===== config.mk =====
export PLATFORM = sky130hd
export DESIGN_NAME = bit_serial_adder
export DESIGN_NICKNAME = d
export VERILOG_FILES = /design/src/rtl/bit_serial_adder.sv
export SDC_FILE = /design/constraint.sdc
export NUM_CORES = 1
export LEC_CHECK = 0
export BUFFER_PORTS_ARGS = -buffer_cell sky130_fd_sc_hd__buf_2
export CORE_MARGIN = 1.5
export CORE_UTILIZATION = 50
export DETAILED_ROUTE_END_ITERATION = 8
export GPL_TIMING_DRIVEN = 0
export PLACE_DENSITY = 0.75
export REMOVE_ABC_BUFFERS = 1
export SLEW_MARGIN = 0
export SYNTH_ARGS = -nofsm -noshare
export SYNTH_HDL_FRONTEND = slang
export SYNTH_SLANG_ARGS = --single-unit
export TNS_END_PERCENT = 10

===== constraint.sdc =====
create_clock -name i_clk -period 2.44 [get_ports i_clk]
set_input_delay 0.488 -clock i_clk [delete_from_list [all_inputs] [get_ports i_clk]]
set_output_delay 0.488 -clock i_clk [all_outputs]
set_load 0.005 [all_outputs]

===== src/rtl/bit_serial_adder.sv =====
// Bit-serial adder: one gate-level full adder, LSB first, start/busy/done handshake.
// Define BIT_SERIAL_ADDER_OVERFLOW_EN to add the registered signed-overflow output o_overflow.

module full_adder (
    input  logic a,
    input  logic b,
    input  logic cin,
    output logic sum,
    output logic cout
);
    logic axb;
    logic ab;
    logic axb_c;

    xor g_x0 (axb, a, b);
    xor g_x1 (sum, axb, cin);
    and g_a0 (ab, a, b);
    and g_a1 (axb_c, axb, cin);
    or  g_o0 (cout, ab, axb_c);
endmodule

module bit_serial_adder #(
    parameter int WIDTH = 8
) (
    input  logic             i_clk,
    input  logic             i_reset,
    input  logic             i_start,
    input  logic [WIDTH-1:0] i_a,
    input  logic [WIDTH-1:0] i_b,
    input  logic             i_carry_in,
    output logic             o_busy,
    output logic             o_done,
    output logic [WIDTH-1:0] o_sum,
    output logic             o_carry_out,
`ifdef BIT_SERIAL_ADDER_OVERFLOW_EN
    output logic             o_overflow,
`endif
    output logic [1:0]       o_state
);
    localparam int CW = $clog2(WIDTH + 1);
    localparam logic [CW-1:0] LAST = CW'(WIDTH - 1);

    // Handshake: a start is accepted on a rising edge in IDLE or DONE; o_busy covers
    // the WIDTH RUN cycles and o_done pulses once when o_sum/o_carry_out are valid.
    typedef enum logic [1:0] {
        S_IDLE = 2'd0,
        S_RUN  = 2'd1,
        S_DONE = 2'd2
    } state_t;

    state_t          state;
    state_t          state_nxt;
    logic [WIDTH-1:0] a_reg;
    logic [WIDTH-1:0] b_reg;
    logic [WIDTH-1:0] sum_reg;
    logic            carry_q;
    logic            cout_reg;
    logic [CW-1:0]   count;
    logic            fa_sum;
    logic            fa_cout;
    logic            start_acc;
    logic            last_bit;

    assign start_acc = i_start && (state == S_IDLE || state == S_DONE);
    assign last_bit  = (state == S_RUN) && (count == LAST);

    full_adder u_fa (
        .a    (a_reg[0]),
        .b    (b_reg[0]),
        .cin  (carry_q),
        .sum  (fa_sum),
        .cout (fa_cout)
    );

    always_ff @(posedge i_clk or posedge i_reset) begin
        if (i_reset) state <= S_IDLE;
        else         state <= state_nxt;
    end

    always_comb begin
        state_nxt = state;
        case (state)
            S_IDLE:  if (i_start) state_nxt = S_RUN;
            S_RUN:   if (last_bit) state_nxt = S_DONE;
            S_DONE:  state_nxt = i_start ? S_RUN : S_IDLE;
            default: state_nxt = S_IDLE;
        endcase
    end

    always_comb begin
        o_busy  = (state == S_RUN);
        o_done  = (state == S_DONE);
        o_state = state;
    end

    // Result registers only move on RUN edges, so they hold across the start edge.
    always_ff @(posedge i_clk or posedge i_reset) begin
        if (i_reset) begin
            a_reg    <= '0;
            b_reg    <= '0;
            sum_reg  <= '0;
            carry_q  <= 1'b0;
            cout_reg <= 1'b0;
            count    <= '0;
        end else if (start_acc) begin
            a_reg   <= i_a;
            b_reg   <= i_b;
            carry_q <= i_carry_in;
            count   <= '0;
        end else if (state == S_RUN) begin
            a_reg    <= a_reg >> 1;
            b_reg    <= b_reg >> 1;
            sum_reg  <= {fa_sum, sum_reg[WIDTH-1:1]};
            carry_q  <= fa_cout;
            cout_reg <= fa_cout;
            count    <= count + CW'(1);
        end
    end

`ifdef BIT_SERIAL_ADDER_OVERFLOW_EN
    logic ovf_reg;

    // carry_q during the MSB cycle is the carry into the MSB.
    always_ff @(posedge i_clk or posedge i_reset) begin
        if (i_reset)       ovf_reg <= 1'b0;
        else if (last_bit) ovf_reg <= carry_q ^ fa_cout;
    end

    assign o_overflow = ovf_reg;
`endif

    assign o_sum       = sum_reg;
    assign o_carry_out = cout_reg;
endmodule


=== Word-level counts from Yosys, hierarchy flattened ===
Index checks and enable logic that the tools add are counted.

* Equality and inequality tests: 5
* $add $sub $neg: 1
* Multiplexer cells: 12
* Bitwise gates (word level): 6
* Reduce and logical (&&, ||, !) cells: 7

{| class="wikitable"
|+ Operators by type and width
! operator !! count
|-
| $mux 8 || 4
|-
| $mux 4 || 2
|-
| $pmux 2 s3 || 1
|-
| $add 4x1->4 const B || 1
|-
| $eq 4x3->1 const B || 1
|-
| $mux 2 || 2
|-
| $reduce_and 2->1 || 2
|-
| $mux 1 || 3
|-
| $and 1x1->1 || 2
|-
| $eq 2x1->1 const B || 1
|-
| $eq 2x2->1 const B || 1
|-
| $logic_and 1x1->1 || 2
|-
| $logic_not 2->1 || 1
|-
| $ne 2x1->1 const B || 1
|-
| $ne 2x2->1 const B || 1
|-
| $reduce_bool 2->1 || 1
|-
| $xor 1x1->1 || 2
|-
| $logic_or 1x1->1 || 1
|-
| $not 1->1 || 1
|-
| $or 1x1->1 || 1
|}

* Register bits after elaboration: 32
* Input port bits: 20

=== Logic depth before layout (Yosys ltp) ===
* Depth after elaboration: 5
* Mapped depth: 5
* Depth with buffers taken out: 4

=== Hierarchy ===
Synthesis repeated with hierarchy kept, for this count alone.

* Cell total of the unflattened synthesis: 150
* Area total of the unflattened synthesis: 1,401.3 um^2

{| class="wikitable"
|+ By module, submodules not included
! module !! area an instance (um^2) !! cells each !! instances
|-
| bit_serial_adder || 1,381.3 || 149 || 1
|-
| full_adder || 20.0 || 1 || 1
|}

=== Least setup slack after synthesis ===
Ideal clock, no wire load.

* Kind: reg-to-output
* Start point: reg state[1] (netlist: o_state[1])
* End point: out o_busy
* Cell stages (with the launch flop): 4
* Data arrival time: 831 ps
* Buffers on the path: 1
* Data required time: 1,952 ps
* Path slack: 1,121 ps
* Cell sequence: dfrtp_1 nand2b_1 inv_1 buf_2

* Cells in the longest elaborated chain, start to end: 1

{| class="wikitable"
|+ RTL lines
! item !! line !! RTL
|-
| start: declaration || 51 || <nowiki>state_t state;</nowiki>
|-
| start signal: assignment || 77 || <nowiki>else state <= state_nxt;</nowiki>
|-
| $eq 2x1->1 || 91 || <nowiki>o_busy = (state == S_RUN);</nowiki>
|-
| end: declaration || 31 || <nowiki>output logic o_busy,</nowiki>
|}

Every way passes these cells.

=== Worst setup path after layout ===
* Start point: reg state[0] (netlist: o_state[0])
* End point: out o_busy

The elaborated chain is that of the path after synthesis.

==> out/results.txt <==
Die H: 55.78 um
Comb power frac: 0.403
Postcts setup bufs: 0
H-tree lvl count: 2
Core area: 2545 um2
Initial DRT Pass Iterations: 4
Grt ovf: 0
DIE AREA: 3111 um2
GRT Total Usage: 0.1916
I/O Buffers: 32
Rows: 18
Mapped Area: 1393 um2
Starting Density: 0.5472
Gpl congestion: 0.7025
YS warnings: 0
Register-to-Register Setup Slack: 0.61 ns
Final antenna diode count: 0
Clock latency on the worst-skew pair: 0.33 ns
FF-to-FF End: count[2]
Yosys top cell area share: 0.5750
Max-slew headroom: 0.2263
P_leak: 0.0008085 uW
Tcrit/Tclk final: 0.8938
Unrepaired setup endpoints after global routing: no
Mapped Avg Cell Area: 9.604 um2
Max Fclk: 0.4585 GHz
Setup CP Type: reg2out
Vias: 1106
MaxCap Viol Count: 0
Maximum vdd drop: 0.8684 mV
Final #Nets: 197
Setup Viol. Count Final: 0
Clock skew: 0.005830 ns
Number of remaining DRC errors: 0
Finished Core Util: 0.6308
Switching Fraction: 0.3909
DP HPWL: 1676 um
Async S/R FF share, synth: 1.000
Largest fanout on the critical path: 30
Sw power: 812.7 uW
Top post-synthesis cells by area: dfrtp_1 58%, nand2_1 13%, a22oi_1 3.8%, nand3_1 2.9%, o22ai_1 2.7%
DR WL/cell: 12.67 um
CTS max path bufs: 2
Clock power share: 0.149
Sequential area share after synthesis: 0.5750
TritonCTS clock tree: built
CP required: 1.95 ns
Number of synthesized flops with an enable pin: 0
Crit path DAT: 1.69 ns
Worst path max stage delay: 0.45 ns
Worst hold stages: 3
Area Growth Syn to Fin: 15.27%
Largest area contributor in the synthesized netlist: dfrtp_1
Outcome: finished, final reports clean
Worst path cell trace: nand2b_4 -> clkinvlp_4 -> buf_2
First-pass GRT wire length: 4498 um
Critical R2R Launch: o_state[0]
Yosys reg bits: 32
DRT antenna net count: 0
Fraction of layout cells with a size suffix above 1: 0.2443
Ys flop type: dfrtp_1
WHS Endpoint: b_reg[1]
Sinks on Clock Net: 32
Crit path launch: o_state[0]
R2R cell count: 3
Die X-Extent: 55.78 um
Minimum hold slack: 0.3724 ns
Min-delay src: i_b[1]
Top Ports: 33
P_int: 1266 uW
1st-iter DRT viols: 26
Worst-path clk slew: 0.09 ns
Top-count cell post-synth: nand2_1
Startpoint Class: register
Largest net degree at the start of global routing: 33
Vias per inst: 5.369
Netlist cell types: 23
Top post-synthesis cells by count: 48 x nand2_1, 32 x dfrtp_1, 8 x nand3_1, 8 x nor2_1
Syn Inst Count: 145
Worst hold path class: in2reg
Root buffer cell: clkbuf_4
Vias in the first global route: 1011
Slew Viols, Final: 0
PwrDens: 1295 nW/um2
Reg power frac: 0.448
Initial antenna violation count: 0
Worst-margin pin slew: 1.159 ns
Period minus WS final: 2.181 ns
WL final: 2609 um
CTS Buf Count: 5
Final hold viol count: 0
CP max-delay cell: dfrtp_1
Crit end category: output port
worst max path at each step:
stage	end	slack, ns	cells past startpoint
after floorplan	o_busy	0.43	2
after global placement	o_busy	-0.26	3
after detailed placement	o_busy	-0.26	3
after CTS	o_busy	0.26	3
after global routing	o_busy	0.14	3
final	o_busy	0.26	3
cells in the final DEF (no fill, tap or decap):
cell / n
nand2_1: 48
dfrtp_1: 32
buf_2: 32
nand3_1: 8
nor2_1: 8
a22oi_1: 7
nor3_1: 7
o22ai_1: 6
clkbuf_4: 5
o21ai_0: 3
nor2b_1: 2
a31oi_1: 2
a21oi_1: 2
clkbuf_1: 2
nand2b_4: 1
clkinvlp_4: 1
nand2b_1: 1
nand4_1: 1
mux2i_1: 1
inv_1: 1
mux2_4: 1
mux2i_4: 1
fa_1: 1
ha_1: 1
clkbuf_8: 1
clkinvlp_2: 1
power groups by stage:
stage	clock (uW)	sequential (uW)	combinational, uW
finish	310	931	838
global route	345	967	959
global placement	0	924	794
floorplan	0	919	584
CTS	321	935	846
detailed placement	0	942	823
final cells by class:
type | instances | area [um2]
clock buffers | 8 | 58.81
multi-input cells | 101 | 531.8
repair inverters | 1 | 5.005
repair buffers | 32 | 160.2
well taps | 30 | 37.54
fillers | 242 | 939.7
flip-flops and latches | 32 | 800.8
inverters | 2 | 11.26
critical path: cells and delay by family (launching register included):
kind	cells	cell delay (ns)
and+or+nand+nor	1	0.31
DFF	1	0.45
buffers and inverters	2	0.60
stage by stage:
| stage | setup TNS, ns | power (uW) | cells | setup slack [ns] | area (um2) |
|---|---|---|---|---|---|
| floorplan | 0 | 1504 | 135 | 0.4344 | 1333 |
| global route | 0 | 2270 | 206 | 0.1387 | 1605 |
| CTS | 0 | 2102 | 206 | 0.2583 | 1605 |
| global placement | -0.3061 | 1718 | 197 | -0.2633 | 1530 |
| detailed placement | -0.4012 | 1765 | 197 | -0.2634 | 1530 |
| finish | 0 | 2079 | 206 | 0.2592 | 1605 |
per-layer routing:
metal / GRT usage / vias to the layer above / routed length [um]
li1: - / 545 / -
met1: 0.2299 / 523 / 1179
met2: 0.3078 / 33 / 1232
met3: 0.05116 / 5 / 149
met4: 0.1150 / 0 / 47
met5: 0 / - / 0
kinds of logic after synthesis:
family | share of synthesized area
and+or+nand+nor | 0.2273
DFF | 0.5750
AOI/OAI and AO/OA | 0.09164
buffers and inverters | 0.04851
muxes | 0.03414
adders and majority gates | 0.02336
timing repair:
action / in CTS / in global routing
hold buffers: 0 / 0
setup endpoints to repair: 15 / 0
gates resized for setup: 3 / 0
No activity file was read; power rests on OpenSTA's default activity.
